<file path="config.mk">
export PLATFORM = sky130hd
export DESIGN_NAME = clock_set_controller
export DESIGN_NICKNAME = d
export VERILOG_FILES = /design/src/rtl/clock_pkg.sv /design/src/rtl/set_rate_divider.sv /design/src/rtl/clock_set_controller.sv
export SDC_FILE = /design/constraint.sdc
export NUM_CORES = 1
export LEC_CHECK = 0
export BUFFER_PORTS_ARGS = -buffer_cell sky130_fd_sc_hd__buf_2
export CORE_ASPECT_RATIO = 0.6
export CORE_MARGIN = 1
export CORE_UTILIZATION = 60
export DETAILED_ROUTE_END_ITERATION = 8
export PLACE_DENSITY = 0.78
export SLEW_MARGIN = 25
export SYNTH_ARGS = -nofsm -noshare
export SYNTH_HDL_FRONTEND = slang
export SYNTH_SLANG_ARGS = --single-unit
export TNS_END_PERCENT = 5
</file>
<file path="constraint.sdc">
create_clock -name i_clk -period 2.5 [get_ports i_clk]
set_input_delay 0.25 -clock i_clk [delete_from_list [all_inputs] [get_ports i_clk]]
set_output_delay 0.25 -clock i_clk [all_outputs]
set_load 0.01 [all_outputs]
</file>
<file path="src/rtl/clock_pkg.sv">
// Shared types and helpers for the clock time-set logic: FSM states, set-button
// mode codes and the divider sizing functions.
package clock_pkg;

  typedef enum logic [2:0] {
    IDLE    = 3'd0,
    SET_MIN = 3'd1,
    SET_HR  = 3'd2,
    CLEAR   = 3'd3,
    EXIT    = 3'd4
  } state_e;

  localparam logic [1:0] MODE_NONE = 2'b00;
  localparam logic [1:0] MODE_MIN  = 2'b01;
  localparam logic [1:0] MODE_HR   = 2'b10;
  localparam logic [1:0] MODE_BOTH = 2'b11;

  function automatic int unsigned set_div(input int unsigned clk_hz, input int unsigned set_hz);
    return clk_hz / set_hz;
  endfunction

  // Keep at least one bit so a degenerate divide-by-1 still elaborates.
  function automatic int unsigned div_width(input int unsigned div);
    return (div <= 2) ? 1 : $clog2(div);
  endfunction

endpackage

</file>
<file path="src/rtl/set_rate_divider.sv">
// Reloadable repeat-rate counter; o_tc is combinational off the count, so the
// strobe it drives lands one cycle later once registered. No backpressure.
module set_rate_divider
  import clock_pkg::*;
#(
  parameter int unsigned SLOW_DIV = 50,
  parameter int unsigned FAST_DIV = 20,
  parameter int unsigned DIV_W    = div_width(SLOW_DIV)
) (
  input  logic i_clk,
  input  logic i_reset_n,
  input  logic i_restart,
  input  logic i_run,
  input  logic i_fast,
  output logic o_tc
);

  localparam logic [DIV_W-1:0] SLOW_TC = DIV_W'(SLOW_DIV - 1);
  localparam logic [DIV_W-1:0] FAST_TC = DIV_W'(FAST_DIV - 1);

  logic [DIV_W-1:0] cnt_q, cnt_d;

  // ">=" rather than "==" so a slow->fast switch past the fast terminal fires at once.
  always_comb begin
    o_tc  = i_run && (cnt_q >= (i_fast ? FAST_TC : SLOW_TC));
    cnt_d = cnt_q + DIV_W'(1);
    if (i_restart || !i_run || o_tc) cnt_d = '0;
  end

  always_ff @(posedge i_clk or negedge i_reset_n) begin
    if (!i_reset_n) cnt_q <= '0;
    else            cnt_q <= cnt_d;
  end

endmodule

</file>
<file path="src/rtl/clock_set_controller.sv">
// Time-set sequencer: button levels -> registered hours/minutes strobes, seconds
// hold and clear. Outputs follow the sampling edge by one cycle; no backpressure.
module clock_set_controller
  import clock_pkg::*;
#(
  parameter int unsigned SYS_CLK_HZ  = 5_000_000,
  parameter int unsigned SLOW_SET_HZ = 2,
  parameter int unsigned FAST_SET_HZ = 5
) (
  input  logic       i_clk,
  input  logic       i_reset_n,
  input  logic       i_en,
  input  logic [1:0] i_mode,
  input  logic       i_fast_set,
  output logic       o_inc_hours,
  output logic       o_inc_minutes,
  output logic       o_hold,
  output logic       o_clr_seconds,
  output logic       o_setting
);

  localparam int unsigned SLOW_DIV = set_div(SYS_CLK_HZ, SLOW_SET_HZ);
  localparam int unsigned FAST_DIV = set_div(SYS_CLK_HZ, FAST_SET_HZ);
  localparam int unsigned DIV_W    = div_width(SLOW_DIV);

  state_e state_q, state_d;
  logic   inc_hr_q, inc_hr_d, inc_min_q, inc_min_d;
  logic   hold_q, hold_d, clr_q, clr_d, setting_q, setting_d;
  logic   in_set_q, in_set_d, div_run, div_restart, div_tc;

  always_comb begin
    state_d = state_q;
    if (!i_en) begin
      state_d = IDLE;
    end else begin
      case (state_q)
        IDLE: begin
          case (i_mode)
            MODE_MIN:  state_d = SET_MIN;
            MODE_HR:   state_d = SET_HR;
            MODE_BOTH: state_d = CLEAR;
            default:   state_d = IDLE;
          endcase
        end
        SET_MIN, SET_HR: begin
          case (i_mode)
            MODE_NONE: state_d = EXIT;
            MODE_BOTH: state_d = CLEAR;
            MODE_MIN:  state_d = SET_MIN;
            default:   state_d = SET_HR;
          endcase
        end
        CLEAR:   state_d = (i_mode == MODE_BOTH) ? CLEAR : EXIT;
        default: state_d = IDLE;
      endcase
    end

    in_set_q    = (state_q == SET_MIN) || (state_q == SET_HR);
    in_set_d    = (state_d == SET_MIN) || (state_d == SET_HR);
    div_run     = in_set_q && (state_d == state_q);
    div_restart = in_set_d && (state_d != state_q);

    // Entry (including a swap) strobes immediately; staying strobes on terminal count.
    inc_min_d = (state_d == SET_MIN) && ((state_q != SET_MIN) || div_tc);
    inc_hr_d  = (state_d == SET_HR)  && ((state_q != SET_HR)  || div_tc);
    hold_d    = (state_d != IDLE);
    setting_d = in_set_d;
    clr_d     = ((state_d == CLEAR) && (state_q != CLEAR)) || (state_d == EXIT);
  end

  set_rate_divider #(
    .SLOW_DIV (SLOW_DIV),
    .FAST_DIV (FAST_DIV),
    .DIV_W    (DIV_W)
  ) u_div (
    .i_clk     (i_clk),
    .i_reset_n (i_reset_n),
    .i_restart (div_restart),
    .i_run     (div_run),
    .i_fast    (i_fast_set),
    .o_tc      (div_tc)
  );

  always_ff @(posedge i_clk or negedge i_reset_n) begin
    if (!i_reset_n) begin
      state_q   <= IDLE;
      inc_hr_q  <= 1'b0;
      inc_min_q <= 1'b0;
      hold_q    <= 1'b0;
      clr_q     <= 1'b0;
      setting_q <= 1'b0;
    end else begin
      state_q   <= state_d;
      inc_hr_q  <= inc_hr_d;
      inc_min_q <= inc_min_d;
      hold_q    <= hold_d;
      clr_q     <= clr_d;
      setting_q <= setting_d;
    end
  end

  assign o_inc_hours   = inc_hr_q;
  assign o_inc_minutes = inc_min_q;
  assign o_hold        = hold_q;
  assign o_clr_seconds = clr_q;
  assign o_setting     = setting_q;

endmodule

</file>
# After elaboration in Yosys (flattened, before gate mapping)
# Index checks and enable logic that the tools add are counted.
# totals
ff_bits,30
# op_classes
reduce_logical,18
mux,7
add_sub_neg,1
n_eq_ne,15
order_cmp,1
# op_table
cell,n
$mux 22,2
$add 22x1->22 const B,1
$ge 22x22->1,1
$pmux 3 s3,2
$eq 3x2->1 const B,4
$logic_or 1x1->1,7
$eq 3x1->1 const B,2
$logic_and 1x1->1,6
$mux 3,2
$ne 3x2->1 const B,2
$pmux 2 s3,1
$eq 2x2->1 const B,2
$eq 3x3->1,1
$eq 3x3->1 const B,1
$logic_not 3->1,1
$ne 3x1->1 const B,1
$ne 3x3->1,1
$reduce_bool 3->1,1
$eq 2x1->1 const B,1
$logic_not 2->1,1
$reduce_or 2->1,1
$logic_not 1->1,1

# Depth between registers and ports, before layout
# Gate-level depths: netlist (run 1).
# logic_depth
depth_word,10
depth_mapped,8
ltp_nobuf,7

# Modules after synthesis
# A second synthesis (run 1) with hierarchy kept.
# unflattened
cells_unflattened,178
hier_area_um2,1868.0
# by_module_without_submodules
mod,seq_area_each_um2,instances,cells_each,area_each_um2
set_rate_divider,550.5,1,136,1462.7
clock_set_controller,200.2,1,42,405.4

# Worst setup path after synthesis (run 1)
# Ideal clock, no wire load.
# synth_path
kind,reg2reg
startpoint,register u_div.cnt_q[13]
endpoint,register u_div.cnt_q[12]
synth_period_minus_slack_ns,1.732
setup_ns,0.123
arrival_time_ns,1.609
n_path_buf,1
stages_incl_launch_ff,8
setup_slack_ns,0.768
path_cell_list,dfrtp_1 > ha_1 > nand4bb_1 > nor4_2 > a311oi_2 > nand2_2 > buf_6 > nor2_4
# synth_between
elab_chain_cells,4
# synth_lines
item,line_no,text
from (decl),set_rate_divider.sv:21,"logic [DIV_W-1:0] cnt_q, cnt_d;"
from (signal assigned),set_rate_divider.sv:32,else cnt_q <= cnt_d;
$ge 22x22->1,set_rate_divider.sv:25,o_tc = i_run && (cnt_q >= (i_fast ? FAST_TC : SLOW_TC));
$logic_and 1x1->1,set_rate_divider.sv:25,
$logic_or 1x1->1,set_rate_divider.sv:27,if (i_restart || !i_run || o_tc) cnt_d = '0;
$mux 22,set_rate_divider.sv:27,
net u_div.cnt_d[12],set_rate_divider.sv:21,
# The timed path passes the listed nets, and every way through them passes these cells.

# Final worst setup path (run 1)
# layout_path
startpoint,register u_div.cnt_q[21]
endpoint,register u_div.cnt_q[11]
# The elaborated chain is that of the path after synthesis.

==> results of run 1 <==
[cell usage in the layout (no fill, tap or decap), types with 3 or more instances in the layout]
| cell type | netlist | final |
|---|---|---|
| dfrtp_1 | 30 | 30 |
| nand2_1 | 12 | 12 |
| o21ai_0 | 4 | 4 |
| xor2_1 | 13 | 13 |
| nand4_1 | 7 | 7 |
| clkbuf_8 | 0 | 6 |
| buf_2 | 0 | 10 |
| xnor2_1 | 7 | 7 |
| nand3_1 | 8 | 8 |
| inv_1 | 3 | 3 |
| nor2_2 | 18 | 18 |
| ha_1 | 11 | 11 |
| nor2_1 | 11 | 11 |
| a21oi_1 | 7 | 7 |
[final timing paths]
kind,startpoint,end
max,u_div.cnt_q[21],u_div.cnt_q[11]
min,i_reset_n,u_div.cnt_q[6]
max reg2reg,u_div.cnt_q[21],u_div.cnt_q[11]
min reg2reg,u_div.cnt_q[0],u_div.cnt_q[0]
max in group asynchronous,i_reset_n,u_div.cnt_q[17]
min in group i_clk,i_en,o_clr_seconds
[cell usage after synthesis (3+ instances only)]
master / count / share of area [%]
ha_1: 11 / 7.8
a21oi_1: 7 / 2.0
nor2_2: 18 / 6.4
nand3_1: 8 / 2.3
xor2_1: 13 / 6.4
nor2_1: 11 / 2.3
inv_1: 3 / 0.64
nand4_1: 7 / 2.5
o21ai_0: 4 / 1.1
dfrtp_1: 30 / 42
xnor2_1: 7 / 3.5
nand2_1: 12 / 2.5
[where the power goes]
part / internal (mW) / switching [mW]
combinational: 0.0232 / 0.0431
clock: 0.221 / 0.181
sequential: 0.495 / 0.00537
[stage by stage]
| step | setup slack (ns) | total power [mW] | utilization, % | instances | instance area [µm²] |
|---|---|---|---|---|---|
| detailed placement | 0.183 | 0.575 | 70.6 | 219 | 1870 |
| global placement | 0.269 | 0.571 | 70.6 | 219 | 1870 |
| CTS | 0.316 | 0.978 | 74.1 | 227 | 1960 |
| floorplan | 0.768 | 0.543 | - | 170 | 1770 |
| global route | 0.161 | 1.00 | 74.1 | 227 | 1960 |
| finish | 0.286 | 0.969 | 74.1 | 227 | 1960 |
[routing by layer]
metal,GRT usage [%],vias to the layer above,routed length (µm)
met3,7.06,10,297
met4,12.9,0,78
met5,0,-,0
met2,40.6,58,1590
li1,-,633,-
met1,36.5,627,1730
[worst reg2reg max path, delay by kind of cell, from the launching register on]
family,cells,cell delay [ns]
flip-flops,1,0.41
AND/OR/NAND/NOR,4,0.95
AO/OA/AOI/OAI,1,0.20
buffers and inverters,1,0.21
adder cells (fa/ha/maj),1,0.34
[cell type report]
class | instances | area share [%]
inverters | 3 | 0.575
multi-input cells | 135 | 50.3
clock inverters | 1 | 0.255
well taps | 40 | 2.55
flip-flops and latches | 30 | 38.3
repair buffers | 11 | 3.58
clock buffers | 7 | 4.41
[kinds of logic after synthesis]
family                     after synthesis  synth area share [%]
buffers and inverters                    5                  1.91
adders and majority gates               11                  7.77
xor gates and xnor gates                20                  9.89
DFF                                     30                  42.4
AOI/OAI and AO/OA                       20                  7.77
and+or+nand+nor                         84                  30.2
[state kept, by name (all words and copies together), names as in the netlist]
| signal | count |
|---|---|
| o_hold | 1 |
| state_q | 3 |
| u_div.cnt_q | 22 |
| o_inc_minutes | 1 |
| o_setting | 1 |
| o_clr_seconds | 1 |
| o_inc_hours | 1 |
==> results by group, run 1 <==
Clock tree
  • CTS tree: yes
  • # resized after CTS: 0
  • Clock buffer depth: 2
  • Setup Buffers After CTS: 0
  • Sink Count: 30
  • Skew-Pair Late Insertion Delay: 0.29 ns
  • Clock root buffer: clkbuf_8
  • Reg clk slew, reported paths: 0.06 ns
  • Post-CTS Hold Buffers: 0
  • CTS buffer count: 5
  • H-tree Lvls: 2

Global routing
  • First-pass GRT wire length: 6100 µm
  • Total grt overflow: 0
  • GRT Overall Usage: 26.8%
  • Initial antenna violation count: 0
  • Largest net degree at the start of global routing: 31
  • Vias in the first global route: 1,291

Pwr
  • Lkg Pwr: 0.852 nW
  • VDD IR-drop max: 426 µV
  • Pwr/cell area: 495 nW/µm²

Synthesis
  • Syn Nets: 187
  • Syn Area/Cell: 10.4 µm²
  • Synth Warn #: 0
  • Mapped Cells: 170
  • Post-synth EDFFs: 0
  • #FFs+latches synth: 30
  • Fraction of registers with async set or reset after synthesis: 100%
  • Most used flip-flop cell after synthesis: dfrtp_1
  • Mapped cell area: 1770 µm²
  • Netlist cell types: 42
  • Sequential area share after synthesis: 42.4%

STA
  • Clk_skew: 0.00776 ns
  • Fmax: 452 MHz
  • Setup violations, final: 0
  • Final min period: 2.21 ns
  • WHS: -0.0115 ns
  • Slew headroom: 56.0%
  • RSZ-0062 raised after global routing: no
  • Final Max Tran Viols: 0
  • Worst slew pin tran: 0.661 ns
  • Fin Setup TNS: 0 ns
  • Final Cycle Share: 88.5%
  • Final Hold Viols: 27

Setup path
  • Worst EP required: 2.68 ns
  • Critical Path Slowest Stage Cell: nor4_1
  • CP max FO: 12
  • CP Cell Sequence: ha_1 -> nand4_2 -> nor4_1 -> a211oi_1 -> nand2_2 -> buf_12 -> nor2_2
  • Kind of critical path: register to register
  • R2R Setup Slk: 0.29 ns
  • Setup crit end kind: register
  • Crit path max-delay family: simple AND/OR/NAND/NOR gates
  • Arr. time, crit path: 2.39 ns
  • Crit path depth: 7
  • Buf+Inv Stages, Crit Path: 1
  • Reg2Reg Depth: 7
  • Critical Path Max Stage Delay: 0.43 ns
  • Startpoint Class: register

Run
  • Max_cap viols: 0

Drt
  • Vias per cell: 5.85
  • Routed wire length: 3690 µm
  • First-pass DRT Iterations: 4
  • Per-cell routed wire length: 16.3 µm
  • DRC errors left: 0
  • Initial DRC count: 87
  • Vias: 1,328
  • Post-DRT Antenna Nets: 0

Placed design
  • GPL Wtd Cong: 0.894
  • IO buf count: 10
  • Post-detail-place hpwl: 2750 µm

Floorplan
  • Die width: 72.1 µm
  • Core footprint: 2650 µm²
  • Row cnt: 14
  • DIE HEIGHT: 44.1 µm
  • I/O pin count: 11
  • Die area: 3180 µm²
  • Initial core utilization: 66.9%

Finish
  • Share of cells above drive strength 1: 26.7%
  • Area grow syn2layout: 10.7%
  • Sequential cell area: 751 µm²
  • Diode count: 0
  • FILL cells: 197
  • Multi-input gate area: 986 µm²
  • Post-layout net count: 203

Min path
  • Hold Crit Class: input pin to async pin

Outcome
  • Outcome: complete, but fails checks
  • Violations in the final reports: negative hold slack
No activity file was read; power rests on OpenSTA's default activity.
==> run 2: changes to the inputs <==
--- a/config.mk
+++ b/config.mk
@@ -8,9 +8,10 @@
 export BUFFER_PORTS_ARGS = -buffer_cell sky130_fd_sc_hd__buf_2
 export CORE_ASPECT_RATIO = 0.6
 export CORE_MARGIN = 1
-export CORE_UTILIZATION = 60
+export CORE_UTILIZATION = 62
+export CTS_BUF_LIST = sky130_fd_sc_hd__clkbuf_4 sky130_fd_sc_hd__clkbuf_8
 export DETAILED_ROUTE_END_ITERATION = 8
-export PLACE_DENSITY = 0.78
+export PLACE_DENSITY = 0.8
 export SLEW_MARGIN = 25
 export SYNTH_ARGS = -nofsm -noshare
 export SYNTH_HDL_FRONTEND = slang
==> run 2 against run 1 <==
  * The run ends with design-rule violations, negative hold slack left
  * Utilization increased by 0.28 points
  * Critical path type unchanged
  * Worst hold slack improved by 0.010 ns
  * Combinational power about the same
  * Cell area decreased by 0.96%
  * First-iteration DRC count increased by 2.3%
  * Register-to-register slack got worse by 0.06 ns
  * Die area decreased by 3.1%
  * Clock skew decreased by 0.0036 ns
  * Sequential power about the same
  * Worst setup slack got worse by 0.056 ns
  * Global-route usage increased by 1.1 points
  * Wire length increased by 0.95%
==> results by group, run 2 (synthesis gave the netlist of run 1 again) <==
Drt
  • Routed wire length: 3730 µm (+0.95%)
  • Max layer used: met4
  • Per-cell routed wire length: 17.2 µm (+5.6%)
  • Initial DRC count: 89 (+2.3%)
  • Post-DRT Antenna Nets: 0 (unchanged)
  • Vias: 1,351 (+1.7%)
  • DRC errors left: 1 (+1)
  • Met3 WL: 244 µm (-18%)
  • DR WL met2: 1740 µm (+9.6%)
  • First-pass DRT Iterations: 7 (+3)
  • Vias per cell: 6.23 (+6.4%)
  • M1 wire length: 1700 µm (-1.9%)

Global routing
  • Total grt overflow: 0 (unchanged)
  • Initial antenna violation count: 0 (unchanged)
  • Vias in the first global route: 1,297 (+0.46%)
  • Largest net degree at the start of global routing: 31 (unchanged)
  • First-pass GRT wire length: 6240 µm (+2.4%)
  • GRT Overall Usage: 27.9% (+1.1 points)

Clock tree
  • Clock root buffer: clkbuf_8
  • Skew-Pair Late Insertion Delay: 0.28 ns (about the same)
  • Reg clk slew, reported paths: 0.06 ns (about the same)
  • Clock buffer depth: 2 (unchanged)
  • CTS buffer count: 5 (unchanged)
  • # resized after CTS: 0 (unchanged)
  • CTS tree: yes
  • H-tree Lvls: 2 (unchanged)
  • Post-CTS Hold Buffers: 0 (unchanged)
  • Sink Count: 30 (unchanged)
  • Setup Buffers After CTS: 0 (unchanged)

Pwr
  • Pwr/cell area: 488 nW/µm² (-1.3%)
  • Post-layout power: 0.948 mW (-2.2%)
  • VDD IR-drop max: 323 µV (-24%)
  • Lkg Pwr: 0.847 nW (-0.60%)

Finish
  • Share of cells above drive strength 1: 26.5% (-0.25 points)
  • Area grow syn2layout: 9.61%
  • Util after Layout: 74.4% (+0.28 points)
  • Most frequent cells in the layout: dfrtp_1 (30), nor2_2 (18), xor2_1 (13), nand2_1 (12)
  • Biggest register: u_div.cnt_q
  • Final Non-Filler Cells: 217 (-4.4%)
  • Largest regs: u_div.cnt_q: 22 flops, state_q: 3 flops
  • Post-route design area: 1940 µm² (-0.96%)
  • Diode count: 0 (unchanged)
  • Post-layout net count: 203 (unchanged)
  • Max reg flops: 22 (unchanged)
  • Commonest non-fill, non-tap cell in the layout: dfrtp_1

Placed design
  • IO buf count: 10 (unchanged)
  • Post-detail-place hpwl: 2750 µm (-0.17%)
  • DP Cell Count: 211 (-3.7%)
  • Setup WS pre-CTS: 0.156 ns (-0.0274 ns)
  • GPL Wtd Cong: 0.902 (+0.84%)
  • Placed inst area: 1860 µm² (-0.54%)

STA
  • Final Cycle Share: 90.8% (+2.2 points)
  • Final min period: 2.27 ns (+0.0560 ns)
  • Post-layout worst setup margin: 0.230 ns (-0.0560 ns)
  • Final Hold Viols: 6 (-78%)
  • Final Max Tran Viols: 0 (unchanged)
  • Clk_skew: 0.00420 ns (-0.00356 ns)
  • Fmax: 441 MHz (-2.5%)
  • WHS: -0.00122 ns (+0.0103 ns)
  • Setup violations, final: 0 (unchanged)
  • Fin Setup TNS: 0 ns (unchanged)
  • RSZ-0062 raised after global routing: no
  • Worst slew pin tran: 0.658 ns (-0.00204 ns)
  • Slew headroom: 56.1% (+0.14 points)

Setup path
  • Critical Path Slowest Stage Cell: a211oi_1
  • Arr. time, crit path: 2.48 ns (+0.09 ns)
  • Kind of critical path: register to register
  • Worst EP required: 2.71 ns (+0.03 ns)
  • Setup crit end kind: register
  • Critical Path Max Stage Delay: 0.47 ns (+0.04 ns)
  • Startpoint Class: register
  • CP max FO: 12 (unchanged)
  • CP Cell Sequence: ha_1 -> nand4bb_1 -> nor4_1 -> a211oi_1 -> nand2_2 -> buf_12 -> nor2_2

Floorplan
  • I/O pin count: 11 (unchanged)
  • Die area: 3080 µm² (-3.1%)
  • Initial core utilization: 67.8% (+0.90 points)
  • DIE HEIGHT: 43.4 µm (-1.6%)
  • Row cnt: 14 (unchanged)
  • Die width: 71.0 µm (-1.6%)
  • Core footprint: 2610 µm² (-1.3%)

Min path
  • Hold Crit Class: input pin to async pin

Run
  • Max_cap viols: 0 (unchanged)

Outcome
  • Outcome: complete, but fails checks
  • Violations in the final reports: design-rule violations, negative hold slack
[run 2: cell types whose count changed in the layout (fill, tap and decap cells not counted)]
cell	before	now
clkbuf_1	1	0
clkinv_2	1	0
[run 2: worst max-delay path: cells and delay by family (launching register included)]
family                   cells  cell delay, ns
buffers and inverters        1            0.24
AO/OA/AOI/OAI                1            0.47
adder cells (fa/ha/maj)      1            0.33
AND/OR/NAND/NOR              4            0.69
flip-flops                   1            0.46
[run 2: cell type report]
type | instances | area [µm²]
clock buffer | 6 | 82.6
fill | 186 | 669
inverter | 3 | 11.3
multi-input combinational | 135 | 986
sequential | 30 | 751
tap | 32 | 40.0
timing repair buffer | 11 | 70.1
[run 2: where the power goes]
part           internal [mW]  leakage (nW)  switching, mW
logic                 0.0232         0.392         0.0429
registers              0.495         0.412        0.00573
clock network          0.212        0.0431          0.169
total                  0.730         0.847          0.218
[run 2: final timing paths]
check	from	to	slack [ns]	cells past startpoint
worst min-delay path	i_reset_n	u_div.cnt_q[7]	-0.001	1
worst max-delay path	u_div.cnt_q[13]	u_div.cnt_q[2]	0.23	7
worst min register to register	u_div.cnt_q[0]	u_div.cnt_q[0]	0.50	1
worst max register to register	u_div.cnt_q[13]	u_div.cnt_q[2]	0.23	7
min in group i_clk	i_en	o_clr_seconds	0.25	3
max in group asynchronous	i_reset_n	u_div.cnt_q[3]	2.07	1
[run 2: layer usage]
| layer | vias to the layer above | GRT usage (%) |
|---|---|---|
| li1 | 629 | - |
| met1 | 660 | 37.9 |
| met2 | 55 | 44.8 |
| met3 | 7 | 7.44 |
| met4 | 0 | 8.40 |
| met5 | - | 0 |
